## src/rtl/multicycle_ctrl.sv

```systemverilog
// Multicycle RV32I control FSM: FETCH -> DECODE -> EXEC -> [MEM] -> [WB].
// Define ILLEGAL_OP_TRAP_EN to trap on undefined opcodes; otherwise they retire as NOPs.
module multicycle_ctrl (
  input  logic       clk,
  input  logic       rst,
  input  logic [6:0] opcode,
  input  logic       branch_taken,
  input  logic       mem_ready,
  output logic       mem_req,
  output logic       mem_we,
  output logic       ir_write,
  output logic       pc_write,
  output logic [1:0] pc_sel,
  output logic [1:0] alu_a_sel,
  output logic       alu_b_sel,
  output logic [1:0] wb_sel,
  output logic       reg_write,
  output logic       trap
);

  localparam logic [6:0] OPC_OP       = 7'b0110011;
  localparam logic [6:0] OPC_OP_IMM   = 7'b0010011;
  localparam logic [6:0] OPC_LOAD     = 7'b0000011;
  localparam logic [6:0] OPC_STORE    = 7'b0100011;
  localparam logic [6:0] OPC_LUI      = 7'b0110111;
  localparam logic [6:0] OPC_AUIPC    = 7'b0010111;
  localparam logic [6:0] OPC_JAL      = 7'b1101111;
  localparam logic [6:0] OPC_JALR     = 7'b1100111;
  localparam logic [6:0] OPC_BRANCH   = 7'b1100011;
  localparam logic [6:0] OPC_MISC_MEM = 7'b0001111;
  localparam logic [6:0] OPC_SYSTEM   = 7'b1110011;

  localparam logic [1:0] PC_PLUS4  = 2'b00;
  localparam logic [1:0] PC_TARGET = 2'b01;
  localparam logic [1:0] PC_JALR   = 2'b10;

  localparam logic [1:0] A_OLD_PC = 2'b01;

  localparam logic [1:0] WB_LOAD = 2'b01;
  localparam logic [1:0] WB_PC4  = 2'b10;
  localparam logic [1:0] WB_IMM  = 2'b11;

  typedef enum logic [2:0] {
    S_FETCH  = 3'd0,
    S_DECODE = 3'd1,
    S_EXEC   = 3'd2,
    S_MEM    = 3'd3,
`ifdef ILLEGAL_OP_TRAP_EN
    S_WB     = 3'd4,
    S_TRAP   = 3'd5
`else
    S_WB     = 3'd4
`endif
  } state_e;

  state_e state_q, state_d;

  // NOTE: state registers use non-blocking assignment so every flop samples pre-edge values.
  always_ff @(posedge clk) begin
    if (rst) state_q <= S_FETCH;
    else     state_q <= state_d;
  end

  // NOTE: every output gets a default before the case so no path can infer a latch.
  always_comb begin
    state_d   = state_q;
    mem_req   = 1'b0;
    mem_we    = 1'b0;
    ir_write  = 1'b0;
    pc_write  = 1'b0;
    pc_sel    = 2'b00;
    alu_a_sel = 2'b00;
    alu_b_sel = 1'b0;
    wb_sel    = 2'b00;
    reg_write = 1'b0;
    trap      = 1'b0;

    // Outputs are forced quiet during reset; the register forces FETCH on its own.
    if (!rst) begin
      case (state_q)
        S_FETCH: begin
          mem_req = 1'b1;
          if (mem_ready) begin
            ir_write = 1'b1;
            pc_write = 1'b1;
            pc_sel   = PC_PLUS4;
            state_d  = S_DECODE;
          end
        end
        S_DECODE: state_d = S_EXEC;
        S_EXEC: begin
          case (opcode)
            OPC_OP:     state_d = S_WB;
            OPC_OP_IMM: begin
              alu_b_sel = 1'b1;
              state_d   = S_WB;
            end
            OPC_LOAD, OPC_STORE: begin
              alu_b_sel = 1'b1;
              state_d   = S_MEM;
            end
            OPC_LUI:    state_d = S_WB;
            OPC_AUIPC: begin
              alu_a_sel = A_OLD_PC;
              alu_b_sel = 1'b1;
              state_d   = S_WB;
            end
            OPC_JAL: begin
              pc_sel   = PC_TARGET;
              pc_write = 1'b1;
              state_d  = S_WB;
            end
            OPC_JALR: begin
              alu_b_sel = 1'b1;
              pc_sel    = PC_JALR;
              pc_write  = 1'b1;
              state_d   = S_WB;
            end
            OPC_BRANCH: begin
              pc_sel   = PC_TARGET;
              pc_write = branch_taken;
              state_d  = S_FETCH;
            end
            OPC_MISC_MEM, OPC_SYSTEM: state_d = S_FETCH;
`ifdef ILLEGAL_OP_TRAP_EN
            default: state_d = S_TRAP;
`else
            default: state_d = S_FETCH;
`endif
          endcase
        end
        S_MEM: begin
          // Address operands stay selected for the whole memory wait.
          mem_req   = 1'b1;
          mem_we    = (opcode == OPC_STORE);
          alu_b_sel = 1'b1;
          if (mem_ready) state_d = (opcode == OPC_LOAD) ? S_WB : S_FETCH;
        end
        S_WB: begin
          reg_write = 1'b1;
          case (opcode)
            OPC_LOAD:          wb_sel = WB_LOAD;
            OPC_JAL, OPC_JALR: wb_sel = WB_PC4;
            OPC_LUI:           wb_sel = WB_IMM;
            default:           wb_sel = 2'b00;
          endcase
          state_d = S_FETCH;
        end
`ifdef ILLEGAL_OP_TRAP_EN
        S_TRAP: trap = 1'b1;
`endif
        default: state_d = S_FETCH;
      endcase
    end
  end

endmodule

```

## config.mk

```make
export PLATFORM = sky130hd
export DESIGN_NAME = multicycle_ctrl
export DESIGN_NICKNAME = d
export VERILOG_FILES = /design/src/rtl/multicycle_ctrl.sv
export SDC_FILE = /design/constraint.sdc
export NUM_CORES = 1
export LEC_CHECK = 0
export ABC_AREA = 1
export CAP_MARGIN = 0
export CELL_PAD_IN_SITES_DETAIL_PLACEMENT = 1
export CELL_PAD_IN_SITES_GLOBAL_PLACEMENT = 1
export CORE_UTILIZATION = 22
export CTS_CLUSTER_DIAMETER = 80
export CTS_CLUSTER_SIZE = 12
export DETAILED_ROUTE_END_ITERATION = 6
export GPL_ROUTABILITY_DRIVEN = 0
export PLACE_DENSITY = 0.79
export REMOVE_ABC_BUFFERS = 1
export SKIP_CTS_REPAIR_TIMING = 1
export SYNTH_ARGS = -nofsm -noshare
export SYNTH_HDL_FRONTEND = slang
export SYNTH_SLANG_ARGS = --single-unit
```

## constraint.sdc

```tcl
create_clock -name clk -period 2.01 [get_ports clk]
set_input_delay 0.603 -clock clk [delete_from_list [all_inputs] [get_ports clk]]
set_output_delay 0.603 -clock clk [all_outputs]
set_load 0.02 [all_outputs]
```

==> results of run 1 <==
## final cells by class
type                            count  share of cell area, %
Multi-Input combinational cell     56                   42.3
Timing Repair Buffer               43                   39.7
Sequential cell                     3                   6.68
Inverter                           13                   5.21
Tap cell                           25                   3.34
Clock buffer                        4                   2.80
## Yosys cell counts (all sizes together)
cell type and number:
a41oi 1, nor2 9, buf 2, o21ai 2, a21boi 1, nand3 5, dfxtp 3, nor4 2
and3 1, a21oi 4, o211ai 1, nand2 20, nor3 5, inv 13, or2 1, o311ai 1
and3b 1, conb 1
## worst min path at each step
stage                    start         end  slack, ns  cells past startpoint
floorplan           state_q[1]  state_q[2]       0.59                      4
global placement    state_q[2]  state_q[2]       0.73                      4
detailed placement  state_q[2]  state_q[2]       0.75                      4
CTS                 state_q[2]  state_q[2]       0.76                      4
global route        state_q[1]  state_q[1]       0.77                      4
finish              state_q[1]  state_q[1]       0.73                      4
## power by group through the flow
stage	registers [mW]	clock network (mW)	logic, mW
4_1_cts	0.0718	0.110	0.140
3_5_place_dp	0.0726	0	0.140
2_1_floorplan	0.0713	0	0.0554
3_3_place_gp	0.0718	0	0.135
6_report	0.0750	0.104	0.161
5_1_grt	0.0756	0.109	0.175
## per-layer routing
layer | routed length [microns] | share of wire [%] | up-vias | GRT usage, %
li1 | - | - | 326 | -
met1 | 672 | 38 | 294 | 18.0
met2 | 1020 | 57 | 22 | 33.9
met3 | 53 | 3.0 | 6 | 0
met4 | 48 | 2.7 | 0 | 7.27
met5 | 0 | 0 | - | 0
## worst max-delay path: stages
cell      delay [ns]
buf_8           0.08
nand2_8         0.06
nor3_4          0.25
nand2_2         0.11
inv_2           0.08
nand2_2         0.05
a21boi_2        0.15
buf_6           0.13
## cell families (layout without fill, tap and decap cells)
kind of cell	after synthesis	after routing	share of synthesized area [%]
AND/OR/NAND/NOR	44	44	52.7
buffers and inverters	15	60	15.5
AO/OA/AOI/OAI	10	10	16.2
flip-flops	3	3	14.6
other	1	2	0.914
## per-stage QoR
step	setup slack [ns]	power, mW	utilization, %	setup TNS, ns
final	-0.112	0.340	53.7	-0.547
after global routing	-0.184	0.359	53.7	-1.01
after CTS	-1.06	0.323	47.2	-9.78
after detailed placement	-1.06	0.212	45.7	-9.79
after global placement	-0.993	0.207	45.7	-9.46
after floorplan	-0.215	0.127	-	-0.391
## cell usage in the layout, fill, tap and decap left out, drive strengths merged, types with 2 or more instances in the layout
cell	count
nor3	5
a21oi	4
nor2	9
dfxtp	3
dlymetal6s2s	5
nand2	20
conb	2
nand3	5
o21ai	2
nor4	2
inv	13
buf	36
clkbuf	6
==> summary.txt, run 1 <==
Global routing
  – Total gr overflow: 0
  – All-layer global routing usage: 16.8%
  – Antenna violations before repair: 0
  – Largest net degree at the start of global routing: 5
  – Global-route wire length before repair: 2.52 mm
  – Vias in the first global route: 652

Run status
  – Failing checks: negative setup slack
  – Status: complete, but fails checks

Placed design
  – Dpl cells: 139
  – Port Buffers: 21
  – Hpwl dp: 1.33 mm
  – Post-DP Area: 798 sq um

Power and ir drop
  – Comb power frac: 47.5%
  – Sw frac: 35.5%
  – Clock share of power: 30.5%
  – Maximum VDD drop: 271 uV
  – Reg power frac: 22.1%
  – Sw power: 0.121 mW
  – Cell internal pwr: 0.219 mW
  – Power Density: 363 nW/um^2
  – Leak pwr: 0.490 nW

Detailed routing
  – DRC viols: 0
  – Initial DRC count: 3
  – Vias: 648
  – Remaining antenna violation count: 0
  – DRT Pass-1 Iters: 4
  – DR vias/cell: 4.50
  – WL final: 1.79 mm
  – Drt wl/cell: 12.4 microns

Layout
  – Largest reg by FF count: state_q
  – Max reg flops: 3
  – Layout Area Growth over Synthesis: 128%
  – Finished Cell Area: 937 sq um
  – Multi-input gate area: 397 sq um
  – Register Area: 62.6 sq um
  – Final Non-Filler Cells: 144
  – NumNets Final: 131
  – Biggest regs: state_q: 3 flops
  – Layout cells sized above 1: 59.7%
  – FILL cells: 221
  – Inserted Diodes: 0

Worst setup path
  – Critical path origin: opcode[1]
  – Critical Path AT: 1.52 ns
  – Worst setup path endpoint: wb_sel[0]
  – R2r endpoint: state_q[2]
  – Reg2Reg Depth: 9
  – Max FO, Critical Path: 4
  – Worst path required time: 1.41 ns
  – Critical R2R Launch: state_q[2]
  – Setup crit end kind: primary output
  – Kind of critical path: in -> out
  – Startpoint Class: input pin
  – R2R Setup Slk: 0.58 ns

Logic synthesis
  – Synth Cell Area: 410 sq um
  – Syn Area/Cell: 5.62 sq um
  – Count of cell types in the netlist: 23
  – Synth area leaders: nand2_1 (18%), dfxtp_1 (15%), inv_1 (9.1%)
  – Seq/Total Area, Yosys: 14.6%
  – Post-Syn Instances: 73
  – Post-synth top area share: 18.3%
  – Ys Warns: 0
  – FF+latch count, synth: 3
  – Cell accounting for the most synthesized area: nand2_1

Clock tree
  – CTS Buf Count: 3
  – Clk buf depth: 2
  – # clock sinks: 3
  – Clk pin slew, worst setup/hold paths: 0.03 ns
  – Clk root buf: clkbuf_4
  – CTS tree: yes
  – Worst skew pair latency: 0.23 ns
  – Number of H-tree levels: 1

Die
  – Rows: 15
  – Initial Util: 23.5%
  – Die Width: 45.2 microns
  – I/O pin total: 24
  – Die area: 2040 sq um
  – Die Y: 45.2 microns
  – Placeable Area: 1750 sq um

STA
  – Fmax: 0.471 GHz
  – Worst hold slack: 0.728 ns
  – Final Max Slew Viols: 0
  – RSZ-0062 raised after global routing: yes
  – Fin crit share: 106%
  – Minimum clock period after layout: 2.12 ns
  – Clock skew: 0.000916 ns
  – Fin. Hold Viols: 0
  – PnR worst setup slack: -0.112 ns
  – # setup viols final: 6

Run
  – Max-Cap Viols: 0

Worst hold path
  – Hold Crit Class: reg -> reg
Power figures use the tool's default switching activity.
==> inputs of run 2 (changes only) <==
--- a/config.mk
+++ b/config.mk
@@ -5,7 +5,6 @@
 export SDC_FILE = /design/constraint.sdc
 export NUM_CORES = 1
 export LEC_CHECK = 0
-export ABC_AREA = 1
 export CAP_MARGIN = 0
 export CELL_PAD_IN_SITES_DETAIL_PLACEMENT = 1
 export CELL_PAD_IN_SITES_GLOBAL_PLACEMENT = 1
@@ -14,7 +13,7 @@
 export CTS_CLUSTER_SIZE = 12
 export DETAILED_ROUTE_END_ITERATION = 6
 export GPL_ROUTABILITY_DRIVEN = 0
-export PLACE_DENSITY = 0.79
+export PLACE_DENSITY = 0.72
 export REMOVE_ABC_BUFFERS = 1
 export SKIP_CTS_REPAIR_TIMING = 1
 export SYNTH_ARGS = -nofsm -noshare
==> run 2 against run 1 <==
  * The run still ends with negative setup slack left
  * Fmax down 19%
  * Sequential power down 14%
  * Synthesized cell count down 14%
  * Routed wire length up 44%
  * Utilization up 11 points
  * Cell count down 4.2%
  * Worst setup slack worse by 0.50 ns
  * Combinational power up 8%
  * Die area down 3.5%
  * Highest routed layer unchanged
==> summary.txt, run 2 <==
Worst setup path
  – Critical Path AT: 2.02 ns
  – Worst path required time: 1.41 ns
  – Reg2Reg Depth: 6
  – Crit path cell chain: buf_6, or4b_4, or3_4, nor3_1, buf_2
  – Max FO, Critical Path: 3
  – R2r endpoint: state_q[0]
  – Slowest CP cell: or4b_4
  – R2R Setup Slk: 0.71 ns
  – Startpoint Class: input pin
  – Critical R2R Launch: state_q[2]
  – Setup crit end kind: primary output
  – CP max stage delay: 0.56 ns
  – Kind of critical path: in -> out

Global routing
  – All-layer global routing usage: 18.0%
  – Largest net degree at the start of global routing: 11
  – Total gr overflow: 0
  – Vias in the first global route: 615
  – Antenna violations before repair: 0
  – Global-route wire length before repair: 2.70 mm

Worst hold path
  – Worst hold path depth: 3
  – Worst hold path startpoint: state_q[1]
  – Hold Crit Endpoint: state_q[2]
  – Hold Crit Class: reg -> reg

Run status
  – Failing checks: negative setup slack
  – Status: complete, but fails checks

Clock tree
  – CTS tree: yes
  – Worst skew pair latency: 0.24 ns
  – CTS Buf Count: 3
  – Clk pin slew, worst setup/hold paths: 0.03 ns
  – Number of H-tree levels: 1
  – Clk root buf: clkbuf_4
  – Clk buf depth: 2
  – # clock sinks: 3

Logic synthesis
  – Cell accounting for the most synthesized area: dfxtp_1
  – Count of cell types in the netlist: 27
  – Synth area leaders: dfxtp_1 (15%), nand2_1 (7.6%), nor3_1 (6.3%)
  – Ys Warns: 0
  – Post-synth top area share: 15.2%
  – Asr flop ratio synth: 0%
  – Most frequent cell after synthesis: nand2_1
  – Post-Syn Instances: 63
  – FF+latch count, synth: 3
  – Synth Cell Area: 395 sq um
  – Syn Area/Cell: 6.28 sq um
  – Seq/Total Area, Yosys: 15.2%
  – Top_reg_cell synth: dfxtp_1
  – Top post-synthesis cells by count: nand2_1 (8), inv_1 (6), nor2_1 (5), nor3_1 (5), a21oi_1 (4)
  – Post-synth EDFFs: 0

Die
  – Placeable Area: 1590 sq um
  – Initial Util: 24.8%
  – Die Width: 44.4 microns
  – Die Y: 44.4 microns
  – I/O pin total: 24
  – Rows: 14
  – Die area: 1970 sq um

Layout
  – Final Non-Filler Cells: 138
  – Most common cell after layout, fill and taps aside: buf_4
  – Inserted Diodes: 0
  – Max reg flops: 3
  – NumNets Final: 126
  – Post-Route Utilization: 64.6%
  – Biggest regs: state_q: 3 flops
  – Commonest non-fill, non-tap cells in the layout: buf_4 (25), buf_6 (13), nand2_1 (6)
  – Layout cells sized above 1: 61.4%
  – Largest reg by FF count: state_q
  – Layout Area Growth over Synthesis: 160%

Detailed routing
  – DR vias/cell: 5.29
  – Drt wl/cell: 18.7 microns
  – Initial DRC count: 21
  – DRC viols: 0
  – DRT Pass-1 Iters: 4
  – Remaining antenna violation count: 0
  – WL final: 2.58 mm
  – Vias: 730

STA
  – RSZ-0062 raised after global routing: yes
  – PnR worst setup slack: -0.616 ns
  – Fmax: 0.381 GHz
  – Minimum clock period after layout: 2.63 ns
  – # setup viols final: 11
  – Fin crit share: 131%
  – Final Max Slew Viols: 0
  – Clock skew: 0.0100 ns
  – Fin. Hold Viols: 0

Run
  – Max-Cap Viols: 0

Power and ir drop
  – Power Density: 338 nW/um^2
  – Leak pwr: 0.493 nW
  – Maximum VDD drop: 383 uV

Placed design
  – Port Buffers: 21
  – Hpwl dp: 1.32 mm
  – Dpl cells: 124
[run 2: layout make-up]
class	count	area, sq um
timing repair buffer	51	464
clock buffer	4	26.3
multi-input combinational	50	427
tap	24	30.0
sequential	3	60.1
fill	182	564
inverter	6	22.5
[run 2: power by group]
part           total (mW)  switching (mW)  internal, mW  leakage, nW
registers          0.0646         0.00217        0.0624       0.0245
logic               0.174          0.0882        0.0862        0.454
clock network       0.109          0.0347        0.0746       0.0150
[run 2: routing by layer]
metal	routed length [microns]	share of wire, %	global-route usage (%)
met3	109	4.2	2.45
met4	89	3.4	1.82
met2	1300	50	34.4
met5	0	0	0
met1	1080	42	21.9
[run 2: kinds of logic (layout without fill, tap and decap cells)]
family | after synthesis | count (layout) | share of synthesized area [%]
buf+inv | 11 | 61 | 12.3
xor+xnor | 1 | 1 | 2.22
flops | 3 | 3 | 15.2
simple gates | 37 | 37 | 53.5
other cells | 1 | 2 | 0.948
compound gates | 10 | 10 | 15.8
[run 2: critical path: cells and delay by family]
kind                   cells  cell delay (ns)
AND/OR/NAND/NOR            3             1.13
buffers and inverters      2             0.29
[run 2: worst max path at each step]
stage / endpoint / startpoint / depth (start not counted)
after floorplan: pc_sel[0] / rst / 3
after global placement: pc_write / rst / 5
after detailed placement: pc_write / rst / 5
after CTS: pc_write / rst / 5
after global routing: pc_sel[0] / rst / 5
final: pc_sel[0] / rst / 5
[run 2: per-stage QoR]
stage	setup TNS [ns]	hold WS [ns]	setup WS [ns]	instance area (sq um)	power [mW]
5_1_grt	-3.90	0.680	-0.657	1030	0.370
3_3_place_gp	-11.56	0.569	-1.39	763	0.175
6_report	-3.59	0.654	-0.616	1030	0.348
2_1_floorplan	-2.39	0.508	-0.593	373	0.106
3_5_place_dp	-12.23	0.592	-1.45	763	0.180
4_1_cts	-12.05	0.586	-1.45	790	0.291
